--- src/rtl/rv32_ctrl_pkg.sv ---
// rv32_ctrl_pkg: opcodes, select encodings, instruction classes and FSM states for multicycle_ctrl.
// S_TRAP exists only when MULTICYCLE_CTRL_ILLEGAL_TRAP_EN is defined.
package rv32_ctrl_pkg;
    localparam logic [6:0] OPC_LOAD   = 7'b0000011;
    localparam logic [6:0] OPC_OP_IMM = 7'b0010011;
    localparam logic [6:0] OPC_AUIPC  = 7'b0010111;
    localparam logic [6:0] OPC_STORE  = 7'b0100011;
    localparam logic [6:0] OPC_OP     = 7'b0110011;
    localparam logic [6:0] OPC_LUI    = 7'b0110111;
    localparam logic [6:0] OPC_BRANCH = 7'b1100011;
    localparam logic [6:0] OPC_JALR   = 7'b1100111;
    localparam logic [6:0] OPC_JAL    = 7'b1101111;
    localparam logic [6:0] OPC_FENCE  = 7'b0001111;
    localparam logic [6:0] OPC_SYSTEM = 7'b1110011;
    typedef enum logic [2:0] {IMM_NONE, IMM_I, IMM_S, IMM_B, IMM_U, IMM_J} imm_t;
    typedef enum logic [1:0] {PC_4, PC_IMM, PC_ALU} pc_sel_t;
    typedef enum logic [1:0] {WB_ALU, WB_MEM, WB_PC4} wb_sel_t;
    typedef enum logic [1:0] {ALU_ADD, ALU_FUNCT, ALU_BR, ALU_PASS_B} alu_op_t;
    typedef enum logic [2:0] {CL_ALU, CL_JAL, CL_JALR, CL_LOAD, CL_STORE, CL_BRANCH, CL_NOP, CL_ILL} cls_t;
    typedef enum logic [2:0] {
        S_IDLE, S_FETCH, S_DECODE, S_EXEC, S_MEM, S_WB
`ifdef MULTICYCLE_CTRL_ILLEGAL_TRAP_EN
        , S_TRAP
`endif
    } state_t;
endpackage

--- src/rtl/multicycle_ctrl_if.sv ---
// multicycle_ctrl_if: controller <-> datapath/memory signal bundle.
// `illegal` exists only when MULTICYCLE_CTRL_ILLEGAL_TRAP_EN is defined.
interface multicycle_ctrl_if;
    logic [31:0] instr;
    logic        br_taken;
    logic        mem_ready;
    logic        mem_req;
    logic        mem_we;
    logic        ir_we;
    logic        pc_we;
    logic [1:0]  pc_sel;
    logic [2:0]  imm_type;
    logic        alu_src_a;
    logic        alu_src_b;
    logic [1:0]  alu_op;
    logic        reg_we;
    logic [1:0]  wb_sel;
    logic [31:0] retired;
`ifdef MULTICYCLE_CTRL_ILLEGAL_TRAP_EN
    logic        illegal;
`endif
    modport master (
        input  instr, br_taken, mem_ready,
        output mem_req, mem_we, ir_we, pc_we, pc_sel, imm_type, alu_src_a, alu_src_b, alu_op, reg_we, wb_sel, retired
`ifdef MULTICYCLE_CTRL_ILLEGAL_TRAP_EN
        , output illegal
`endif
    );
    modport slave (
        output instr, br_taken, mem_ready,
        input  mem_req, mem_we, ir_we, pc_we, pc_sel, imm_type, alu_src_a, alu_src_b, alu_op, reg_we, wb_sel, retired
`ifdef MULTICYCLE_CTRL_ILLEGAL_TRAP_EN
        , input illegal
`endif
    );
endinterface

--- src/rtl/ctrl_decode.sv ---
// ctrl_decode: opcode -> static datapath selects and instruction class.
// Unknown opcodes classify as CL_ILL with MULTICYCLE_CTRL_ILLEGAL_TRAP_EN, else as CL_NOP.
module ctrl_decode
    import rv32_ctrl_pkg::*;
(
    input  logic [6:0] i_opcode,
    output imm_t       o_imm_type,
    output logic       o_alu_src_a,
    output logic       o_alu_src_b,
    output alu_op_t    o_alu_op,
    output wb_sel_t    o_wb_sel,
    output pc_sel_t    o_jmp_sel,
    output cls_t       o_cls
);
    always_comb begin
        o_imm_type  = IMM_NONE;
        o_alu_src_a = 1'b0;
        o_alu_src_b = 1'b0;
        o_alu_op    = ALU_ADD;
        o_wb_sel    = WB_ALU;
        o_jmp_sel   = PC_4;
`ifdef MULTICYCLE_CTRL_ILLEGAL_TRAP_EN
        o_cls       = CL_ILL;
`else
        o_cls       = CL_NOP;
`endif
        case (i_opcode)
            OPC_OP:     begin o_cls = CL_ALU; o_alu_op = ALU_FUNCT; end
            OPC_OP_IMM: begin o_cls = CL_ALU; o_alu_op = ALU_FUNCT; o_imm_type = IMM_I; o_alu_src_b = 1'b1; end
            OPC_LUI:    begin o_cls = CL_ALU; o_alu_op = ALU_PASS_B; o_imm_type = IMM_U; o_alu_src_b = 1'b1; end
            OPC_AUIPC:  begin o_cls = CL_ALU; o_imm_type = IMM_U; o_alu_src_a = 1'b1; o_alu_src_b = 1'b1; end
            OPC_JAL:    begin o_cls = CL_JAL; o_imm_type = IMM_J; o_alu_src_a = 1'b1; o_alu_src_b = 1'b1; o_wb_sel = WB_PC4; o_jmp_sel = PC_IMM; end
            OPC_JALR:   begin o_cls = CL_JALR; o_imm_type = IMM_I; o_alu_src_b = 1'b1; o_wb_sel = WB_PC4; o_jmp_sel = PC_ALU; end
            OPC_LOAD:   begin o_cls = CL_LOAD; o_imm_type = IMM_I; o_alu_src_b = 1'b1; o_wb_sel = WB_MEM; end
            OPC_STORE:  begin o_cls = CL_STORE; o_imm_type = IMM_S; o_alu_src_b = 1'b1; end
            OPC_BRANCH: begin o_cls = CL_BRANCH; o_imm_type = IMM_B; o_alu_op = ALU_BR; end
            OPC_FENCE, OPC_SYSTEM: o_cls = CL_NOP;
            default: ;
        endcase
    end
endmodule

--- src/rtl/multicycle_ctrl.sv ---
// multicycle_ctrl: RV32I multi-cycle sequencer producing all datapath controls.
// Optional MULTICYCLE_CTRL_ILLEGAL_TRAP_EN: unknown opcodes enter a sticky TRAP state and raise `illegal`.
module multicycle_ctrl
    import rv32_ctrl_pkg::*;
(
    input logic               clk,
    input logic               rst_n,
    multicycle_ctrl_if.master bus
);
    state_t      r_state;
    logic [31:0] r_retired;
    imm_t        w_imm_type;
    logic        w_alu_src_a, w_alu_src_b, w_act, w_pc_we, w_unused;
    alu_op_t     w_alu_op;
    wb_sel_t     w_wb_sel;
    pc_sel_t     w_jmp_sel;
    cls_t        w_cls;

    ctrl_decode u_dec (
        .i_opcode    (bus.instr[6:0]),
        .o_imm_type  (w_imm_type),
        .o_alu_src_a (w_alu_src_a),
        .o_alu_src_b (w_alu_src_b),
        .o_alu_op    (w_alu_op),
        .o_wb_sel    (w_wb_sel),
        .o_jmp_sel   (w_jmp_sel),
        .o_cls       (w_cls)
    );

    assign w_unused = ^bus.instr[31:7];
    // The IR still holds the previous instruction during FETCH, so static selects stay 0 until DECODE.
    assign w_act  = r_state inside {S_DECODE, S_EXEC, S_MEM, S_WB};
    assign w_pc_we = (r_state == S_WB)
                  || (r_state == S_EXEC && w_cls inside {CL_BRANCH, CL_NOP})
                  || (r_state == S_MEM && w_cls == CL_STORE && bus.mem_ready);

    assign bus.mem_req   = r_state inside {S_FETCH, S_MEM};
    assign bus.mem_we    = r_state == S_MEM && w_cls == CL_STORE;
    assign bus.ir_we     = r_state == S_FETCH && bus.mem_ready;
    assign bus.pc_we     = w_pc_we;
    assign bus.pc_sel    = (r_state == S_EXEC && w_cls == CL_BRANCH && bus.br_taken) ? PC_IMM
                         : (r_state == S_WB) ? w_jmp_sel : PC_4;
    assign bus.imm_type  = w_act ? w_imm_type : IMM_NONE;
    assign bus.alu_src_a = w_act && w_alu_src_a;
    assign bus.alu_src_b = w_act && w_alu_src_b;
    assign bus.alu_op    = w_act ? w_alu_op : ALU_ADD;
    assign bus.reg_we    = r_state == S_WB;
    assign bus.wb_sel    = w_act ? w_wb_sel : WB_ALU;
    assign bus.retired   = r_retired;
`ifdef MULTICYCLE_CTRL_ILLEGAL_TRAP_EN
    assign bus.illegal   = r_state == S_TRAP;
`endif

    always_ff @(posedge clk or negedge rst_n)
        if (!rst_n) r_retired <= '0;
        else if (w_pc_we) r_retired <= r_retired + 32'd1;

    always_ff @(posedge clk or negedge rst_n) begin
        if (!rst_n) r_state <= S_IDLE;
        else begin
            case (r_state)
                S_IDLE:   r_state <= S_FETCH;
                S_FETCH:  r_state <= bus.mem_ready ? S_DECODE : S_FETCH;
                S_DECODE: r_state <= S_EXEC;
                S_EXEC:   r_state <= w_cls inside {CL_LOAD, CL_STORE} ? S_MEM
                                   : w_cls inside {CL_BRANCH, CL_NOP} ? S_FETCH
`ifdef MULTICYCLE_CTRL_ILLEGAL_TRAP_EN
                                   : w_cls == CL_ILL ? S_TRAP
`endif
                                   : S_WB;
                S_MEM:    r_state <= !bus.mem_ready ? S_MEM : w_cls == CL_LOAD ? S_WB : S_FETCH;
                S_WB:     r_state <= S_FETCH;
`ifdef MULTICYCLE_CTRL_ILLEGAL_TRAP_EN
                S_TRAP:   r_state <= S_TRAP;
`endif
                default:  r_state <= S_IDLE;
            endcase
        end
    end
endmodule

--- src/flat_wrapper.sv ---
// flat-port wrapper written by rule: the top's interface ports become plain ports
module multicycle_ctrl_flat import rv32_ctrl_pkg::*;
  (clk, rst_n, bus_instr, bus_br_taken, bus_mem_ready, bus_mem_req, bus_mem_we, bus_ir_we, bus_pc_we, bus_pc_sel, bus_imm_type, bus_alu_src_a, bus_alu_src_b, bus_alu_op, bus_reg_we, bus_wb_sel, bus_retired);
  multicycle_ctrl_if bus_i ();
  input logic clk;
  input logic rst_n;
  input wire logic [$bits(bus_i.instr)-1:0] bus_instr;
  input wire logic [$bits(bus_i.br_taken)-1:0] bus_br_taken;
  input wire logic [$bits(bus_i.mem_ready)-1:0] bus_mem_ready;
  output wire logic [$bits(bus_i.mem_req)-1:0] bus_mem_req;
  output wire logic [$bits(bus_i.mem_we)-1:0] bus_mem_we;
  output wire logic [$bits(bus_i.ir_we)-1:0] bus_ir_we;
  output wire logic [$bits(bus_i.pc_we)-1:0] bus_pc_we;
  output wire logic [$bits(bus_i.pc_sel)-1:0] bus_pc_sel;
  output wire logic [$bits(bus_i.imm_type)-1:0] bus_imm_type;
  output wire logic [$bits(bus_i.alu_src_a)-1:0] bus_alu_src_a;
  output wire logic [$bits(bus_i.alu_src_b)-1:0] bus_alu_src_b;
  output wire logic [$bits(bus_i.alu_op)-1:0] bus_alu_op;
  output wire logic [$bits(bus_i.reg_we)-1:0] bus_reg_we;
  output wire logic [$bits(bus_i.wb_sel)-1:0] bus_wb_sel;
  output wire logic [$bits(bus_i.retired)-1:0] bus_retired;
  assign bus_i.instr = bus_instr;
  assign bus_i.br_taken = bus_br_taken;
  assign bus_i.mem_ready = bus_mem_ready;
  assign bus_mem_req = bus_i.mem_req;
  assign bus_mem_we = bus_i.mem_we;
  assign bus_ir_we = bus_i.ir_we;
  assign bus_pc_we = bus_i.pc_we;
  assign bus_pc_sel = bus_i.pc_sel;
  assign bus_imm_type = bus_i.imm_type;
  assign bus_alu_src_a = bus_i.alu_src_a;
  assign bus_alu_src_b = bus_i.alu_src_b;
  assign bus_alu_op = bus_i.alu_op;
  assign bus_reg_we = bus_i.reg_we;
  assign bus_wb_sel = bus_i.wb_sel;
  assign bus_retired = bus_i.retired;
  multicycle_ctrl u_core (.clk(clk), .rst_n(rst_n), .bus(bus_i));
endmodule
--- config.mk ---
export PLATFORM = sky130hd
export DESIGN_NAME = multicycle_ctrl_flat
export DESIGN_NICKNAME = d
export VERILOG_FILES = /design/src/rtl/rv32_ctrl_pkg.sv /design/src/rtl/multicycle_ctrl_if.sv /design/src/rtl/ctrl_decode.sv /design/src/rtl/multicycle_ctrl.sv /design/src/flat_wrapper.sv
export SDC_FILE = /design/constraint.sdc
export NUM_CORES = 1
export LEC_CHECK = 0
export BUFFER_PORTS_ARGS = -buffer_cell sky130_fd_sc_hd__buf_2
export CAP_MARGIN = 20
export CELL_PAD_IN_SITES_DETAIL_PLACEMENT = 0
export CELL_PAD_IN_SITES_GLOBAL_PLACEMENT = 1
export CORE_MARGIN = 10
export CORE_UTILIZATION = 39
export CTS_CLUSTER_DIAMETER = 60
export DETAILED_ROUTE_END_ITERATION = 6
export PLACE_DENSITY_LB_ADDON = 0.1
export SLEW_MARGIN = 25
export SYNTH_ARGS = -nofsm -noshare
export SYNTH_HDL_FRONTEND = slang
export SYNTH_HIERARCHICAL = 1
export SYNTH_SLANG_ARGS = --single-unit
--- constraint.sdc ---
create_clock -name clk -period 5 [get_ports clk]
set_input_delay 1 -clock clk [delete_from_list [all_inputs] [get_ports clk]]
set_output_delay 1 -clock clk [all_outputs]
set_load 0.1 [all_outputs]
; Yosys cells after proc, flatten, opt, wreduce, memory -nomap -nowiden
; Cells that the tools add are included.
[totals]
ff_bits = 35
input_bits = 36
output_inout_bits = 48
word_cells = 62
[op_classes]
addsub = 1
eq_ne = 18
n_mux = 18
reduce_logical = 23
[ops]
columns = operator, count
row1 = "adder 32 x 1 -> 32 bit, second input constant", 1
row2 = case mux 3 bit (5 select lines), 2
row3 = "equality test 7 x 6 -> 1 bit, second input constant", 3
row4 = "equality test 7 bit, second input constant", 3
row5 = case mux 3 bit (6 select lines), 1
row6 = "equality test 3 bit, second input constant", 5
row7 = two-way mux 3 bit, 5
row8 = "equality test 7 x 5 -> 1 bit, second input constant", 2
row9 = two-way mux 2 bit, 5
row10 = OR reduction 2 bit, 5
row11 = "equality test 3 x 2 -> 1 bit, second input constant", 3
row12 = logical AND 1 bit, 8
row13 = case mux 2 bit (2 select lines), 2
row14 = "equality test 7 x 2 -> 1 bit, second input constant", 1
row15 = OR reduction 7 bit, 1
row16 = case mux 2 bit (3 select lines), 1
row17 = nonzero test 2 bit, 3
row18 = nonzero test 4 bit, 1
row19 = OR reduction 4 bit, 1
row20 = "equality test 3 x 1 -> 1 bit, second input constant", 1
row21 = zero test 3 bit, 1
row22 = OR reduction 3 bit, 1
row23 = logical OR 1 bit, 2
row24 = two-way mux 1 bit, 2

; Depth between registers and ports, before layout
; Gate-level depths: netlist of run 1.
[depth]
ltp_word = 8
ltp_mapped = 10
depth_no_buf = 7

; Modules after synthesis
; Netlist of run 1, hierarchy kept.
[modules_own_cells]
columns = mod, n_inst, cells_per_inst, area_per_inst_um2, seq_area_each_um2
row1 = multicycle_ctrl, 1, 190, 2010.7, 875.8
row2 = ctrl_decode, 1, 43, 257.7, 0.0

; Least setup slack after synthesis of run 1
; Ideal clock, no wire load.
[synth_timing]
path_kind = input port to output port
start = input port bus_mem_ready
end = output port bus_ir_we
arrival_time_ps = 3269
required_time_ps = 4000
slack_ps = 731
cell_stages = 2
path_buffers = 0
path_cell_list = nand2b_1 nor3b_1
[synth_between]
elab_chain_len = 1
[synth_rtl]
columns = element, line_no
row1 = "start, declared", flat_wrapper.sv:9  ; input wire logic [$bits(bus_i.mem_ready)-1:0] bus_mem_ready;
row2 = logical AND 1 bit, multicycle_ctrl.sv:39  ; assign bus.ir_we = r_state == S_FETCH && bus.mem_ready;
row3 = "end, declared", flat_wrapper.sv:12  ; output wire logic [$bits(bus_i.ir_we)-1:0] bus_ir_we;
; No other way between the ends.

; Worst setup path in the final report of run 1
[layout_timing]
start = input port bus_instr[3]
end = output port bus_pc_we
[layout_between]
elab_chain_len = 8
elab_cells_between_ends = 20
cone_classes = eq/ne: 12 / mux: 1 / reduce/logical: 7
[layout_rtl]
columns = element, line_no
row1 = "start, declared", flat_wrapper.sv:7  ; input wire logic [$bits(bus_i.instr)-1:0] bus_instr;
row2 = equality test 7 x 5 -> 1 bit or equality test 7 x 6 -> 1 bit (tied branches), ctrl_decode.sv:27  ; case (i_opcode)
row3 = OR reduction 4 bit (no source line), -
row4 = case mux 3 bit (6 select lines) *, ctrl_decode.sv:27
row5 = via u_core.w_cls[0], multicycle_ctrl.sv:17  ; cls_t w_cls;
row6 = equality test 3 bit, multicycle_ctrl.sv:34  ; || (r_state == S_EXEC && w_cls inside {CL_BRANCH, CL_NOP})
row7 = nonzero test 2 bit, multicycle_ctrl.sv:34
row8 = logical AND 1 bit, multicycle_ctrl.sv:34
row9 = logical OR 1 bit, multicycle_ctrl.sv:34
row10 = logical OR 1 bit *, multicycle_ctrl.sv:35  ; || (r_state == S_MEM && w_cls == CL_STORE && bus.mem_ready);
row11 = "end, declared", flat_wrapper.sv:13  ; output wire logic [$bits(bus_i.pc_we)-1:0] bus_pc_we;
; The timed path passes the listed nets; every way through them passes the cells marked *.

==> impl_metrics.tcl, run 1 <==
set metrics [dict create \
    status "completed" \
    ys.flop_type "dfrtp_1" \
    dp_cells 349 \
    drtPass1Iterations 4 \
    ant_nets 0 \
    vias_per_cell 5.305 \
    place_ws_ns 0.8205 \
    fmax_mhz 237.7 \
    place_congestion 0.7208 \
    syn_area_per_cell_um2 9.736 \
    fin_util 0.4797 \
    nets 321 \
    synth.distinct_cells 49 \
    maxSlewViolCount 0 \
    hold_violations 0 \
    hpwl_mm 4.249 \
    drt_iter0_drc 110 \
    core_area_um2 5574 \
    vias 1894 \
    initial_core_util 0.4070 \
    die_h_um 96.27 \
    synth_area_leaders "dfrtp_1 39%, xnor2_1 12%, o2111ai_1 6.6%, and2_1 4.1%, o211ai_1 2.6%" \
    port_buffers 58 \
    ys_seq_elements 35 \
    stdcell_area_um2 2674 \
    synth-warning-count 6 \
    yosys-top-cells-count "35 x dfrtp_1, 31 x xnor2_1, 17 x o2111ai_1" \
    yosysMostFrequentCell "dfrtp_1" \
    synth_cells 233 \
    crit_path_cell_trace "buf_2 > nor2_2 > nand2_1 > a211oi_1 > nor3b_1 > a31o_2 > nor2_1 > inv_1 > buf_2" \
    wire_per_inst_um 16.25 \
    path_class "input port to output port" \
    clkLatencyLatePin_ns 0.28 \
    cts.clk_slew.worst_paths_ns 0.07 \
    max_slew.worst_pin.slew_ns 0.8178 \
    worst_clock_skew_ns 0.005880 \
    synth-async-reset-ratio 1.000 \
    placedInstanceArea_um2 2574 \
    fin_total_pwr_mw 1.063 \
    ys_seq_area_frac 0.3861 \
    setup_viol 0 \
    cp.arrival_ns 3.21 \
    post-route-drc-count 0 \
    grt_max_degree 36 \
    grt_usage 0.1276 \
    clkSinkCount 35 \
    syn2layout_area_growth_pct 17.87 \
    worst_slack_ns 0.7938 \
    ios 84 \
    die-area_um2 9267 \
    max-cap-violations 0 \
    cp-start-kind "input port" \
    floorplan.rows 27 \
    grt_pass1_wl_mm 9.411 \
    fin_crit_sh 0.8412 \
    synth_nets 270 \
    wirelength_mm 5.800 \
    rsz0062_at_grt "false" \
    fin_cells 357 \
    min_path_type "flop to flop" \
    synth_area_um2 2268 \
    grt_overflow 0 \
    synth_edf_count 0 \
    path_common_cell "buf_2" \
    cts_buffers 5 \
    whs_ns 0.4697 \
    antenna_found_initial 0 \
    cp.required_ns 4.00 \
    period_needed_ns 4.206 \
    ctsRootBufferMaster "clkbuf_8" \
    critPathBufInv 3 \
    end_kind "output port" \
    leakage_nw 1.227 \
    fillers 567 \
    p_per_area_nw_per_um2 397.4 \
    crit_fanout 10 \
    cts_resized 0 \
    drive_above_1_share 0.2807 \
    grt_pass1_vias 1893 \
    n_antenna_cell 0 \
    postCtsHoldBufs 0 \
    critical-path-max-stage-delay_ns 0.56 \
    die-width_um 96.27 \
    cp_top_family "compound AO/OA/AOI/OAI gates" \
    slew_headroom 0.4502 \
    tns_ns 0 \
    clockBufferDepth 2 \
    synth_top_area_cell "dfrtp_1" \
    irDropWorstVdd_mv 0.4367 \
    cts_tree "done" \
    yosysTopAreaCellShare 0.3861 \
    postCtsSetupRepairBufs 0 \
    cp_slowest_cell "a211oi_1" \
    htree_levels 2 \
]
## worst register-to-register path, cell delays in order, from the launching register on
cell and delay (ns):
dfrtp_1 0.45, nand3_1 0.21, nor4_2 0.77, o2111ai_1 0.27
xnor2_1 0.19
## layout by cell type, fill, tap and decap left out, types with 2 or more instances in the layout
cell / count
mux2i_1: 2
o211ai_1: 8
buf_4: 2
o2111ai_1: 17
a221o_1: 2
a211oi_1: 2
and4_1: 2
nand3_1: 9
nor4_1: 5
and3b_1: 3
nor3_1: 6
nor3b_1: 3
nand2_1: 8
a21oi_1: 4
xor2_1: 4
and3_1: 7
a2111oi_2: 2
clkbuf_8: 7
nand4_1: 3
a31oi_1: 3
inv_1: 8
nor2_1: 9
buf_2: 58
o21ai_0: 8
dfrtp_1: 35
and2_1: 15
xnor2_1: 31
## kinds of logic after synthesis
kind of cell,share of synthesized area
AOI/OAI and AO/OA,0.1738
xor gates and xnor gates,0.1351
adders and majority gates,0.005515
buffers and inverters,0.05294
DFF,0.3861
muxes,0.01379
and+or+nand+nor,0.2328
## flip-flops by register name, indices dropped and copies added, names as in the netlist
register,flops
u_core/r_state,3
u_core/bus.retired,32
## worst paths after layout
path | endpoint | cells past startpoint | slack (ns) | startpoint
hold reg to reg | u_core/bus.retired[31] | 1 | 0.47 | u_core/bus.retired[31]
hold / removal | u_core/bus.retired[31] | 1 | 0.47 | u_core/bus.retired[31]
max in group asynchronous | u_core/r_state[0] | 1 | 3.70 | rst_n
setup reg to reg | u_core/bus.retired[18] | 4 | 3.00 | u_core/bus.retired[4]
min in group asynchronous | u_core/bus.retired[2] | 1 | 0.79 | rst_n
setup / recovery | bus_pc_we | 9 | 0.79 | bus_instr[3]
## cell type report
type | instances | area (µm²) | area share
Multi-Input combinational cell | 174 | 1272 | 0.4759
Inverter | 8 | 30.03 | 0.01123
Sequential cell | 35 | 875.8 | 0.3276
Tap cell | 72 | 90.09 | 0.03369
Clock buffer | 8 | 100.1 | 0.03744
Timing Repair Buffer | 60 | 305.3 | 0.1142
## metal layers
metal	GRT usage	part of all wire	wire (µm)	vias up
met1	0.1590	0.44	2572	888
met4	0.04791	0.0091	53	0
met3	0.02802	0.059	340	6
met5	0	0	0	-
li1	-	-	-	964
met2	0.2102	0.49	2834	36
## where the power goes
part | switching (mW) | internal, mW
sequential | 0.0508 | 0.312
combinational | 0.384 | 0.0923
clock | 0.0977 | 0.126
(Power assumes the default switching activity.)
==> run 2, diff against run 1 <==
Settings changed: ABC_AREA set to 1, CORE_UTILIZATION 39 to 35.
Clock period 5 ns to 4.05 ns, I/O delays scaled along.
==> run 2 against run 1 <==
  * Clock power grew 49%
  * Final cell count grew 63%
  * Setup slack improved by 0.0049 ns
  * Via count increased by 45%
  * Synthesized cell count up 81%
  * Clock skew fell by 0.0015 ns
  * Cell area rose by 21%
  * Die area increased by 27%
  * Combinational power is 30% higher
==> impl_metrics.tcl, run 2 <==
set metrics [dict create \
    hpwl_mm 5.899 \
    yosysTopAreaCellShare 0.3210 \
    critPathBufInv 4 \
    cp_slowest_cell "nand4_4" \
    hold_path_end "u_core/bus.retired[30]" \
    postCtsSetupRepairBufs 0 \
    tns_ns 0 \
    grt_max_degree 50 \
    r2r-start "u_core/r_state[0]" \
    grt_pass1_wl_mm 12.87 \
    postCtsHoldBufs 0 \
    nets 517 \
    clkLatencyLatePin_ns 0.29 \
    synth_edf_count 0 \
    worst_clock_skew_ns 0.004398 \
    rsz0062_at_grt "false" \
    drive_above_1_share 0.2225 \
    dp_cells 575 \
    crit_path_cell_trace "buf_2 > nand2_4 > inv_1 > nand3_2 > nand2_4 > nor3b_2 > inv_1 > nand2_1 > nand4_4 > nand3_2 > buf_12" \
    min_from "u_core/bus.retired[30]" \
    wire_per_inst_um 12.90 \
    clockBufferDepth 2 \
    leakage_nw 1.787 \
    min_path_type "flop to flop" \
    grt_pass1_vias 2666 \
    die-width_um 108.3 \
    yosys-top-cells-count "154 x nand2_1, 52 x inv_1, 45 x nor2_1" \
    initial_core_util 0.3568 \
    cp.required_ns 3.24 \
    floorplan.rows 32 \
    drt_iter0_drc 106 \
    synth.distinct_cells 34 \
    cts_buffers 5 \
    max-cap-violations 0 \
    fin_crit_sh 0.8028 \
    port_buffers 58 \
    rr_worst_depth 8 \
    fin_cells 583 \
    grt_usage 0.1334 \
    vias_per_cell 4.702 \
    synth_area_um2 2729 \
    placedInstanceArea_um2 3120 \
    fmax_mhz 307.6 \
    antenna_found_initial 0 \
    holdPathStages 2 \
    stdcell_area_um2 3238 \
    cp_top_family "simple AND/OR/NAND/NOR gates" \
    post-route-drc-count 0 \
    synth_area_leaders "dfrtp_1 32%, nand2_1 21%, nand3_1 7.5%, inv_1 7.2%, nor2_1 6.2%" \
    place_congestion 0.8259 \
    synth_cells 421 \
    clkSinkCount 35 \
    fin_util 0.4234 \
    whs_ns 0.5353 \
    synth-warning-count 6 \
    n_antenna_cell 0 \
    irDropWorstVdd_mv 0.3801 \
    ant_nets 0 \
    synth_top_area_cell "dfrtp_1" \
    largest_register_ffs 32 \
    end_kind "output port" \
    max_slew.worst_pin.slew_ns 0.8227 \
    path_class "input port to output port" \
    wirelength_mm 7.518 \
    ios 84 \
    cp-start-kind "input port" \
    synth_nets 458 \
    cts.clk_slew.worst_paths_ns 0.07 \
    ys_seq_elements 35 \
    syn_area_per_cell_um2 6.482 \
    cp.arrival_ns 2.44 \
    ys.flop_type "dfrtp_1" \
    die_h_um 108.3 \
    core_area_um2 7647 \
    period_needed_ns 3.251 \
    htree_levels 2 \
    drtPass1Iterations 4 \
    slew_headroom 0.4515 \
    p_per_area_nw_per_um2 424.8 \
    synth-async-reset-ratio 1.000 \
    final_common_cell "nand2_1" \
    hold_violations 0 \
    ys_seq_area_frac 0.3210 \
    ctsRootBufferMaster "clkbuf_8" \
    status "completed" \
    final_cell_mix "154 x nand2_1, 57 x buf_2, 52 x inv_1" \
    fillers 855 \
    cts_resized 0 \
    grt_overflow 0 \
    critical-path-max-stage-delay_ns 0.29 \
    setup_viol 0 \
    vias 2741 \
    cts_tree "done" \
    cp.depth 11 \
    maxSlewViolCount 0 \
    yosysMostFrequentCell "nand2_1" \
    ff2ff_setup_slack_ns 2.05 \
    reg2reg_to "u_core/bus.retired[27]" \
    crit_fanout 15 \
    syn2layout_area_growth_pct 18.66 \
    die-area_um2 11730 \
]
## run 2: kinds of logic after synthesis
kind of cell | Yosys count | share of synthesized area
buf+inv | 69 | 0.1059
fa+ha+maj | 1 | 0.004584
xor+xnor | 9 | 0.02889
simple gates | 293 | 0.5085
flops | 35 | 0.3210
compound gates | 14 | 0.03118
## run 2: worst min-delay path: cells and delay by family (launching register included)
family	cells	cell delay (ns)
DFF	1	0.39
and+or+nand+nor	2	0.12
## run 2: how the worst max path moves through the flow
stage | from | slack, ns | end
floorplan | bus_instr[1] | 0.36 | bus_pc_sel[0]
global placement | bus_instr[4] | 0.78 | bus_pc_we
detailed placement | bus_instr[4] | 0.78 | bus_pc_we
CTS | bus_instr[4] | 0.77 | bus_pc_we
global route | bus_instr[1] | 0.62 | bus_pc_we
finish | bus_instr[1] | 0.80 | bus_pc_we
## run 2: area by class of cell
cell class	instances	area, µm²	area share
clock buffers	6	82.58	0.02550
multi-input cells	317	1569	0.4845
flip-flops and latches	35	875.8	0.2705
inverters	62	235.2	0.07264
well taps	102	127.6	0.03941
repair buffers	59	312.8	0.09660
clock inverters	2	35.03	0.01082
## run 2: stage by stage
stage | power [mW] | setup slack [ns]
floorplan | 0.9496 | 0.3650
global placement | 1.058 | 0.7788
detailed placement | 1.059 | 0.7760
CTS | 1.397 | 0.7732
global route | 1.453 | 0.6153
finish | 1.376 | 0.7987
## run 2: report_power, final
group / internal (mW) / leakage, nW / total [mW] / switching (mW)
Sequential: 0.383 / 0.463 / 0.425 / 0.0412
Clock: 0.199 / 0.0612 / 0.333 / 0.134
Combinational: 0.110 / 1.26 / 0.618 / 0.508
## run 2: layer usage
layer	share of wire	vias up	global-route usage
met4	0.0065	0	0.03296
met5	0	-	0
met2	0.48	54	0.2220
met1	0.46	1249	0.1674
li1	-	1434	-
met3	0.058	4	0.03629
==> run 3, diff against run 2 <==
Settings changed: ABC_AREA 1 to 0, CORE_UTILIZATION 35 to 37.
Clock period 4.05 ns to 3.3 ns, I/O delays scaled along.
==> run 3 against run 2 <==
  * Sequential power rose by 29%
  * Sequential cell count is the same
  * Clock-buffer cell count grew 1
  * Non-clock buffer count is 10 higher
  * Sequential share of layout area increased by 4.4 points
  * Via count decreased by 28%
==> impl_metrics.tcl, run 3 (synthesis gave the netlist of run 1 again) <==
set metrics [dict create \
    status "completed" \
    irDropWorstVdd_mv 0.5871 \
    grt_overflow 0 \
    reg2reg_to "u_core/bus.retired[30]" \
    postCtsHoldBufs 0 \
    max-cap-violations 0 \
    rr_worst_depth 4 \
    wirelength_mm 5.911 \
    place_congestion 0.7400 \
    clkLatencyLatePin_ns 0.28 \
    slew_headroom 0.4821 \
    max_slew.worst_pin.slew_ns 0.7769 \
    grt_usage 0.1211 \
    floorplan.rows 28 \
    min_path_type "input port to async pin" \
    core_area_um2 5921 \
    crit_path_cell_trace "buf_2 > and3b_4 > nand2_4 > a221o_1 > buf_4 > nor3b_1 > a31o_2 > nor2_2 > clkinvlp_4 > buf_12" \
    post-route-drc-count 0 \
    ctsRootBufferMaster "clkbuf_8" \
    cts_buffers 5 \
    leakage_nw 1.263 \
    die-width_um 98.30 \
    grt_pass1_vias 2095 \
    critical-path-max-stage-delay_ns 0.39 \
    r2r-start "u_core/bus.retired[4]" \
    worst_clock_skew_ns 0.004383 \
    drive_above_1_share 0.3129 \
    final_common_cell "buf_2" \
    cp-start-kind "input port" \
    p_per_area_nw_per_um2 578.0 \
    fmax_mhz 316.2 \
    ff2ff_setup_slack_ns 1.36 \
    crit_fanout 6 \
    antenna_found_initial 0 \
    setup_viol 0 \
    path_class "input port to output port" \
    cp.required_ns 2.64 \
    drt_iter0_drc 72 \
    final_cell_mix "55 x buf_2, 35 x dfrtp_1, 31 x xnor2_1" \
    nets 330 \
    syn2layout_area_growth_pct 22.89 \
    vias_per_cell 5.339 \
    n_antenna_cell 0 \
    tns_ns 0 \
    ant_nets 0 \
    clockBufferDepth 2 \
    port_buffers 58 \
    drtPass1Iterations 4 \
    die-area_um2 9663 \
    cts.clk_slew.worst_paths_ns 0.07 \
    fin_total_pwr_mw 1.611 \
    postCtsSetupRepairBufs 0 \
    cts_resized 0 \
    vias 1970 \
    placedInstanceArea_um2 2706 \
    cts_tree "done" \
    fin_crit_sh 0.9582 \
    htree_levels 2 \
    largest_register_ffs 32 \
    cp_slowest_cell "a221o_1" \
    ios 84 \
    wire_per_inst_um 16.02 \
    grt_max_degree 36 \
    grt_pass1_wl_mm 10.14 \
    rsz0062_at_grt "false" \
    end_kind "output port" \
    die_h_um 98.30 \
    clkSinkCount 35 \
    period_needed_ns 3.162 \
    hpwl_mm 4.441 \
    cp.arrival_ns 2.50 \
    initial_core_util 0.3831 \
    hold_violations 0 \
    stdcell_area_um2 2788 \
    maxSlewViolCount 0 \
]
run 3: changes by cell type in the layout (fill, tap and decap cells not counted), moves of 9 or more:
| cell | change |
|---|---|
| inv_2 | -9 |
| nand4_1 | -13 |
| nand2_1 | -146 |
| inv_1 | -45 |
| and2_1 | +14 |
| nor2_1 | -37 |
| nand3_1 | -32 |
| o2111ai_1 | +17 |
| buf_4 | +10 |
| xnor2_1 | +28 |
| nor2_2 | -9 |
run 3: worst max-delay path by stage:
stage,end,slack [ns],start
3_5_place_dp,bus_pc_we,0.13,bus_instr[4]
6_report,bus_pc_we,0.14,bus_instr[4]
5_1_grt,bus_pc_we,0.03,bus_instr[4]
3_3_place_gp,bus_pc_we,0.12,bus_instr[4]
4_1_cts,bus_pc_we,0.12,bus_instr[4]
2_1_floorplan,bus_pc_we,0.07,bus_instr[3]
run 3: per-stage QoR:
step	utilization	hold slack [ns]	worst slack, ns	cells
floorplan	-	0.3644	0.06750	233
global placement	0.4571	0.4790	0.1197	361
detailed placement	0.4571	0.4834	0.1300	361
CTS	0.4708	0.4909	0.1237	369
global route	0.4708	0.5187	0.02832	369
finish	0.4708	0.4563	0.1379	369
run 3: cell type report:
type / instances / area (µm²)
inverters: 8 / 33.78
clock inverters: 1 / 5.005
multi-input cells: 174 / 1285
fillers: 600 / 3133
well taps: 75 / 93.84
flip-flops and latches: 35 / 875.8
clock buffers: 7 / 76.32
repair buffers: 69 / 417.9
run 3: metal layers:
layer / vias up / GRT usage / wire length (µm)
met3: 6 / 0.02889 / 227
met1: 943 / 0.1466 / 2720
li1: 983 / - / -
met2: 38 / 0.2108 / 2909
met5: - / 0 / 0
met4: 0 / 0.02646 / 54
run 3: worst max-delay path, delay by kind of cell:
kind,cells,cell delay (ns)
AOI/OAI and AO/OA,2,0.62
and+or+nand+nor,4,0.71
buffers and inverters,4,0.50
run 3: report_power, final:
group | internal (mW) | total, mW | leakage (nW) | switching, mW
sequential | 0.472 | 0.548 | 0.470 | 0.0759
clock | 0.148 | 0.293 | 0.0422 | 0.145
combinational | 0.175 | 0.770 | 0.751 | 0.595
